$ cat src/rtl/ps2_pkg.sv
// Shared types and constants for the PS/2 scan-code writer.
package ps2_pkg;

  typedef enum logic [2:0] {
    ST_IDLE,
    ST_DATA,
    ST_PARITY,
    ST_STOP,
    ST_WRITE
  } ps2_state_e;

  localparam logic [7:0] PS2_BREAK_CODE      = 8'hF0;
  localparam int         PS2_DATA_BITS       = 8;
  localparam int         PS2_TIMEOUT_DEFAULT = 100000;

  // Odd parity: data bits plus parity bit must contain an odd number of ones.
  function automatic logic ps2_parity_ok(input logic [7:0] i_byte, input logic i_par);
    return ^{i_byte, i_par};
  endfunction

endpackage

$ cat src/rtl/ps2_clk_filter.sv
// PS/2 clock conditioning: 2-FF synchroniser, FILTER_LEN-sample debounce and
// a one-cycle pulse on each accepted high-to-low transition.
module ps2_clk_filter #(
  parameter int FILTER_LEN = 8
) (
  input  logic i_clk,
  input  logic i_rst_n,
  input  logic i_raw,
  output logic o_fall
);

  localparam int CW = (FILTER_LEN > 1) ? $clog2(FILTER_LEN) : 1;

  logic          r_meta;
  logic          r_sync;
  logic          r_level;
  logic          r_fall;
  logic [CW-1:0] r_cnt;

  // Idle PS/2 lines are high, so the chain resets high to avoid a phantom edge.
  always_ff @(posedge i_clk or negedge i_rst_n) begin
    if (!i_rst_n) begin
      r_meta  <= 1'b1;
      r_sync  <= 1'b1;
      r_level <= 1'b1;
      r_cnt   <= '0;
      r_fall  <= 1'b0;
    end else begin
      r_meta <= i_raw;
      r_sync <= r_meta;
      r_fall <= 1'b0;
      if (r_sync == r_level) begin
        r_cnt <= '0;
      end else if (r_cnt == CW'(FILTER_LEN - 1)) begin
        r_level <= r_sync;
        r_cnt   <= '0;
        r_fall  <= r_level;
      end else begin
        r_cnt <= r_cnt + 1'b1;
      end
    end
  end

  assign o_fall = r_fall;

endmodule

$ cat src/rtl/ps2_scan_writer.sv
// PS/2 frame deserialiser producing the address/data/wren stream for the scan RAM.
// Optional macro BREAK_FILTER_EN: drop 0xF0 break codes and the byte that follows.
module ps2_scan_writer
  import ps2_pkg::*;
#(
  parameter int ADDR_W         = 5,
  parameter int FILTER_LEN     = 8,
  parameter int TIMEOUT_CYCLES = PS2_TIMEOUT_DEFAULT
) (
  input  logic              clock,
  input  logic              reset,
  input  logic              ps2_clk,
  input  logic              ps2_dat,
  output logic [ADDR_W-1:0] address,
  output logic [7:0]        data,
  output logic              wren,
  output logic              frame_err,
  output logic              wrapped
);

  localparam int TW = $clog2(TIMEOUT_CYCLES + 1);
  localparam int BW = $clog2(PS2_DATA_BITS);

  ps2_state_e        r_state;
  ps2_state_e        w_state_nxt;
  logic              r_dat_meta;
  logic              r_dat_sync;
  logic              w_fall;
  logic [BW-1:0]     r_bit_cnt;
  logic [BW-1:0]     w_bit_cnt_nxt;
  logic [TW-1:0]     r_timeout;
  logic [TW-1:0]     w_timeout_nxt;
  logic [7:0]        r_shift;
  logic              r_parity;
  logic [7:0]        r_data;
  logic [ADDR_W-1:0] r_addr;
  logic              r_wrapped;
  logic              r_frame_err;
  logic              w_frame_err_nxt;
  logic              w_shift_en;
  logic              w_par_en;
  logic              w_data_ld;
  logic              w_addr_inc;
`ifdef BREAK_FILTER_EN
  logic              r_skip;
  logic              w_skip_nxt;
`endif

  ps2_clk_filter #(
    .FILTER_LEN (FILTER_LEN)
  ) u_clk_filter (
    .i_clk   (clock),
    .i_rst_n (reset),
    .i_raw   (ps2_clk),
    .o_fall  (w_fall)
  );

  always_ff @(posedge clock or negedge reset) begin
    if (!reset) begin
      r_dat_meta <= 1'b1;
      r_dat_sync <= 1'b1;
    end else begin
      r_dat_meta <= ps2_dat;
      r_dat_sync <= r_dat_meta;
    end
  end

  always_comb begin
    w_state_nxt     = r_state;
    w_bit_cnt_nxt   = r_bit_cnt;
    w_timeout_nxt   = r_timeout;
    w_frame_err_nxt = 1'b0;
    w_shift_en      = 1'b0;
    w_par_en        = 1'b0;
    w_data_ld       = 1'b0;
    w_addr_inc      = 1'b0;
`ifdef BREAK_FILTER_EN
    w_skip_nxt      = r_skip;
`endif
    case (r_state)
      ST_IDLE: begin
        if (w_fall && !r_dat_sync) begin
          w_state_nxt   = ST_DATA;
          w_bit_cnt_nxt = '0;
          w_timeout_nxt = '0;
        end
      end
      ST_DATA, ST_PARITY, ST_STOP: begin
        if (w_fall) begin
          w_timeout_nxt = '0;
          if (r_state == ST_DATA) begin
            w_shift_en = 1'b1;
            if (r_bit_cnt == BW'(PS2_DATA_BITS - 1)) begin
              w_state_nxt = ST_PARITY;
            end else begin
              w_bit_cnt_nxt = r_bit_cnt + 1'b1;
            end
          end else if (r_state == ST_PARITY) begin
            w_par_en    = 1'b1;
            w_state_nxt = ST_STOP;
          end else if (r_dat_sync && ps2_parity_ok(r_shift, r_parity)) begin
`ifdef BREAK_FILTER_EN
            if (r_skip) begin
              w_skip_nxt  = 1'b0;
              w_state_nxt = ST_IDLE;
            end else if (r_shift == PS2_BREAK_CODE) begin
              w_skip_nxt  = 1'b1;
              w_state_nxt = ST_IDLE;
            end else begin
              w_data_ld   = 1'b1;
              w_state_nxt = ST_WRITE;
            end
`else
            w_data_ld   = 1'b1;
            w_state_nxt = ST_WRITE;
`endif
          end else begin
            w_frame_err_nxt = 1'b1;
            w_state_nxt     = ST_IDLE;
          end
        end else if (r_timeout == TW'(TIMEOUT_CYCLES - 1)) begin
          // Stalled frame: abandon the partial byte.
          w_frame_err_nxt = 1'b1;
          w_timeout_nxt   = '0;
          w_state_nxt     = ST_IDLE;
        end else begin
          w_timeout_nxt = r_timeout + 1'b1;
        end
      end
      ST_WRITE: begin
        w_addr_inc  = 1'b1;
        w_state_nxt = ST_IDLE;
      end
      default: w_state_nxt = ST_IDLE;
    endcase
  end

  always_ff @(posedge clock or negedge reset) begin
    if (!reset) begin
      r_state     <= ST_IDLE;
      r_bit_cnt   <= '0;
      r_timeout   <= '0;
      r_frame_err <= 1'b0;
      r_data      <= 8'h00;
      r_addr      <= '0;
      r_wrapped   <= 1'b0;
    end else begin
      r_state     <= w_state_nxt;
      r_bit_cnt   <= w_bit_cnt_nxt;
      r_timeout   <= w_timeout_nxt;
      r_frame_err <= w_frame_err_nxt;
      if (w_data_ld) r_data <= r_shift;
      if (w_addr_inc) begin
        r_addr <= r_addr + 1'b1;
        if (&r_addr) r_wrapped <= 1'b1;
      end
    end
  end

`ifdef BREAK_FILTER_EN
  always_ff @(posedge clock or negedge reset) begin
    if (!reset) r_skip <= 1'b0;
    else        r_skip <= w_skip_nxt;
  end
`endif

  // LSB arrives first, so right-shifting into the MSB leaves the byte aligned.
  always_ff @(posedge clock) begin
    if (w_shift_en) r_shift  <= {r_dat_sync, r_shift[7:1]};
    if (w_par_en)   r_parity <= r_dat_sync;
  end

  assign address   = r_addr;
  assign data      = r_data;
  assign wren      = (r_state == ST_WRITE);
  assign frame_err = r_frame_err;
  assign wrapped   = r_wrapped;

endmodule
$ cat config.mk
export PLATFORM = sky130hd
export DESIGN_NAME = ps2_scan_writer
export DESIGN_NICKNAME = d
export VERILOG_FILES = /design/src/rtl/ps2_pkg.sv /design/src/rtl/ps2_clk_filter.sv /design/src/rtl/ps2_scan_writer.sv
export SDC_FILE = /design/constraint.sdc
export NUM_CORES = 1
export LEC_CHECK = 0
export BUFFER_PORTS_ARGS = -buffer_cell sky130_fd_sc_hd__buf_4
export CORE_MARGIN = 4
export CORE_UTILIZATION = 55
export CTS_CLUSTER_SIZE = 20
export DETAILED_ROUTE_END_ITERATION = 16
export PLACE_DENSITY = 0.74
export SETUP_SLACK_MARGIN = 0.02
export SLEW_MARGIN = 20
export SYNTH_ARGS = -nofsm -noshare
export SYNTH_HDL_FRONTEND = slang
export SYNTH_SLANG_ARGS = --single-unit
$ cat constraint.sdc
create_clock -name clock -period 2.75 [get_ports clock]
set_input_delay 0.275 -clock clock [delete_from_list [all_inputs] [get_ports clock]]
set_output_delay 0.275 -clock clock [all_outputs]
set_load 0.01 [all_outputs]
=== Word level (Yosys, flattened, before mapping) ===
Index checks and enable logic that the tools add are counted.

* Register bits: 56
* Bits of input ports: 4
* Output and inout port bits: 16
* Word-level logic and storage cells: 87

* Add/subtract/negate cells: 4
* Equality and inequality tests: 14
* Muxes and demuxes: 40
* Bitwise operators: 1
* Reductions and logical operators: 12

{| class="wikitable"
|+ Operators by type and width
! kind !! count
|-
| two-way mux 17 bit || 3
|-
| two-way mux 3 bit || 13
|-
| case mux 17 bit (2 select lines) || 1
|-
| two-way mux 1 bit || 21
|-
| adder 17 x 1 -> 17 bit, second input constant || 1
|-
| equality test 17 bit, second input constant || 1
|-
| case mux 3 bit (2 select lines) || 2
|-
| equality test 3 bit, second input constant || 3
|-
| XOR reduction 9 bit || 1
|-
| adder 3 x 1 -> 3 bit, second input constant || 2
|-
| equality test 3 x 2 -> 1 bit, second input constant || 2
|-
| inequality test 2 bit, second input constant || 3
|-
| AND reduction 6 bit || 1
|-
| adder 5 x 1 -> 5 bit, second input constant || 1
|-
| AND reduction 5 bit || 1
|-
| inequality test 4 bit, second input constant || 1
|-
| AND reduction 2 bit || 2
|-
| equality test 3 x 1 -> 1 bit, second input constant || 1
|-
| logical NOT 3 bit || 1
|-
| inequality test 3 x 2 -> 1 bit, second input constant || 1
|-
| AND reduction 3 bit || 1
|-
| OR reduction 3 bit || 1
|-
| logical AND 1 bit || 2
|-
| inequality test 2 x 1 -> 1 bit, second input constant || 1
|-
| 4 further kinds || 4
|}

=== Logic depth before layout (Yosys ltp) ===
* Depth in word-level cells: 7
* Mapped depth: 8

=== Cells and area by module ===
Synthesis repeated with hierarchy kept, for this count alone.

* Cells, all modules: 221
* Area, all modules: 2576.2 um^2

{| class="wikitable"
|+ Modules (own cells, without submodules)
! module !! instances !! cells an instance !! area each (um^2) !! seq. area each (um^2)
|-
| ps2_scan_writer || 1 || 206 || 2317.2 || 1273.7
|-
| ps2_clk_filter || 1 || 15 || 259.0 || 178.9
|}

=== Worst setup path after synthesis ===
Ideal clock, no wire load.

* Path type: flip-flop to flip-flop
* Start point: register r_timeout[13]
* End point: register r_state[1]
* Data arrival time: 1862 ps
* Data required time: 2628 ps
* Setup slack: 766 ps
* Stages on the path, launching flop included: 7
* Clock period less this slack: 1984 ps
* Path through: dfrtp_1 or4_4 nor4_4 nand2b_1 buf_6 o21ai_2 a32o_1

* Cells in the longest elaborated chain, start to end: 3

{| class="wikitable"
|+ RTL lines
! what !! RTL line !! source
|-
| from (decl) || ps2_scan_writer.sv:31 || <nowiki>logic [TW-1:0] r_timeout;</nowiki>
|-
| from (signal assigned) || ps2_scan_writer.sv:150 || <nowiki>r_timeout <= w_timeout_nxt;</nowiki>
|-
| equality test 17 bit || ps2_scan_writer.sv:121 || <nowiki>end else if (r_timeout == TW'(TIMEOUT_CYCLES - 1)) begin</nowiki>
|-
| inequality test 3 x 2 -> 1 bit (no source line) || -- ||
|-
| AND reduction 3 bit (no source line) || -- ||
|-
| to (signal assigned) || ps2_scan_writer.sv:148 || <nowiki>r_state <= w_state_nxt;</nowiki>
|-
| to (decl) || ps2_scan_writer.sv:24 || <nowiki>ps2_state_e r_state;</nowiki>
|}

No other way between the ends.
A chain may end at the register's enable or synchronous reset.

=== Worst setup path after layout ===
* Start point: register r_timeout[12]
* End point: register r_state[1]

Same word-level chain as after synthesis.

==> reports/metrics.cfg <==
[outcome]
outcome=finished, final reports clean

[clock_network]
ctsResizeCount=0
cts_hold_buf=1
clk_pin_slew_ns=0.09
cts_made_buffers=5
postCtsSetupBuffers=0
clockBufferDepth=2
cts_max_level=2
clkLatencyLatePin_ns=0.30
clockRootBuffer=clkbuf_8
clock_sinks=56
cts_tree=yes

[floorplan]
rows=24
start_util=0.5774
die_area_sq_mm=0.005787
fp.coreArea_sq_mm=0.004414
io-pin-count=20
die_height_um=76.08
die_x_um=76.08

[sta]
max_freq_mhz=432.6
slew_headroom=0.6211
worst_pin_slew_ns=0.5683
setup_tns_ns=0
hold_viol_final=0
fin_crit_sh=0.8405
maxSlewViolCount=0
rsz0062_at_grt=no
setup_viol=0
fin_ws_ns=0.4386
period_needed_ns=2.311
finClkSkew_ns=0.01168

[logic_synthesis]
netlist_instances=210
synth_common_cells=dfrtp_1, o21ai_0, mux2_2
synth_seq_area_share=0.5700
synth_area_sq_mm=0.002549
synth-seq-cells=56
async_reset_ff_frac=0.8393
synth_top_area_frac=0.4124
synth_cell_types=44
ys.flop_type=dfrtp_1
synth_area_per_cell_sq_um=12.14
synth_edf_count=9
yosys_warnings=0
synth_top_area_cell=dfrtp_1
yosysMostFrequentCell=dfrtp_1
synth_fp_nets=220
ys_top_cells_by_area=dfrtp_1, edfxtp_1, dfstp_2

[route]
postRouteWirelength_mm=4.616
vias=1695
ant_nets=0
drc_errors=0
wl_per_cell_um=16.20
drtPass1Iterations=4
viasPerCell=5.947
drt_iter0_drc=161

[setup_path]
worstPathRequired_ns=2.94
critPathMaxStageDelay_ns=0.54
path_class=flip-flop to flip-flop
path_cells=or4_4 -> nor4_4 -> nand2b_1 -> o21ai_2 -> a32o_1
r2r_end=r_state[1]$_DFFE_PN0P_
rr_worst_depth=5
end_kind=flip-flop
reg2reg_from=r_timeout[12]$_DFFE_PN0P_
arrival_ns=2.50
critical-path-slowest-cell=or4_4
startpoint_type=flip-flop
cp_max_fo=12
r2r_slack_ns=0.44
endpoint=r_state[1]$_DFFE_PN0P_
crit_start=r_timeout[12]$_DFFE_PN0P_

[grt]
antenna_found_initial=0
track_usage=0.1678
grt_max_degree=48
grt_overflow=0
grt_pass1_wl_mm=8.024
first_global_vias=1644

[final_layout]
syn2layout_area_growth_pct=11.44
drive_gt1_frac=0.2446
final_cells=285
n_antenna_cell=0
final_nets=242
final_core_util=0.6434
fillerInstances=353

[placement]
place.gp.congestion=0.8260
hpwl_mm=3.312
dpl_worst_slack_ns=0.4518
numPlacedInstances=276
io_buffers=19

[job]
drv_cap=0

[power]
power_density_mw_per_mm2=496.9
p_leak_uw=0.001299
fin_total_pwr_uw=1411
ir_drop_mv=0.4123

[worst_hold_path]
hold_class=input pin to flip-flop

## registers in the layout, summed over array words and instances, names as in the netlist, 3 cells and up
name	count
data	8
r_timeout	17
r_state	3
r_shift	8
u_clk_filter.r_cnt	3
address	5
r_bit_cnt	3
## area by class of cell
class	count	area [sq um]	area share
tap	52	65.06	0.02291
clock buffer	7	86.33	0.03040
timing repair buffer	23	175.2	0.06167
clock inverter	1	7.507	0.002643
inverter	5	18.77	0.006608
sequential	56	1453	0.5115
multi-input combinational	141	1035	0.3643
## metrics by stage
step | instance area, sq um | hold WS (ns)
after detailed placement | 2736 | 0.3139
final | 2840 | 0.07800
after floorplan | 2549 | -0.02059
after global placement | 2736 | 0.3101
after global routing | 2840 | 0.04968
after CTS | 2840 | 0.06669
## layout by cell type, fill, tap and decap left out, types with 6 or more instances in the layout
cell type	instances
dfrtp_1	42
buf_4	22
o21ai_0	16
mux2_2	11
a21oi_1	9
nand2_1	9
edfxtp_1	9
xor2_1	7
nor3_1	7
xnor2_1	7
a22o_1	7
nand3_1	7
nand4_1	6
ha_1	6
clkbuf_8	6
## worst min-delay path by stage
stage / from / to / slack, ns / cells past startpoint
floorplan: reset / address[0]$_DFFE_PN0P_ / -0.02 / 0
finish: ps2_dat / r_dat_meta$_DFF_PN1_ / 0.08 / 1
global route: ps2_dat / r_dat_meta$_DFF_PN1_ / 0.05 / 1
global placement: reset / r_timeout[5]$_DFFE_PN0P_ / 0.31 / 1
detailed placement: reset / r_timeout[5]$_DFFE_PN0P_ / 0.31 / 1
CTS: ps2_dat / r_dat_meta$_DFF_PN1_ / 0.07 / 1
## where the power goes
group | total (uW) | leakage [uW] | internal [uW] | switching [uW]
logic | 68.7 | 0.000537 | 31.6 | 37.1
clock network | 449 | 0.0000445 | 205 | 244
registers | 894 | 0.000718 | 875 | 18.5
## layer usage
layer / wire length, um / part of all wire / vias to the layer above / global-route usage
li1: - / - / 818 / -
met1: 2084 / 0.45 / 832 / 0.2336
met2: 2297 / 0.50 / 39 / 0.2688
met3: 197 / 0.043 / 6 / 0.03901
met4: 37 / 0.0080 / 0 / 0.03671
met5: 0 / 0 / - / 0
## cell families after synthesis
logic type      share of synthesized area
compound gates                     0.1242
buf+inv                           0.02405
xor+xnor                          0.05695
fa+ha+maj                         0.02945
mux                               0.04860
simple gates                       0.1468
flops                              0.5700
## critical path, delay by kind of cell, from the launching register on
family          cells  cell delay (ns)
simple gates        3             1.47
flops               1             0.43
compound gates      2             0.30
Note: power is estimated with default switching activity, not from simulation.
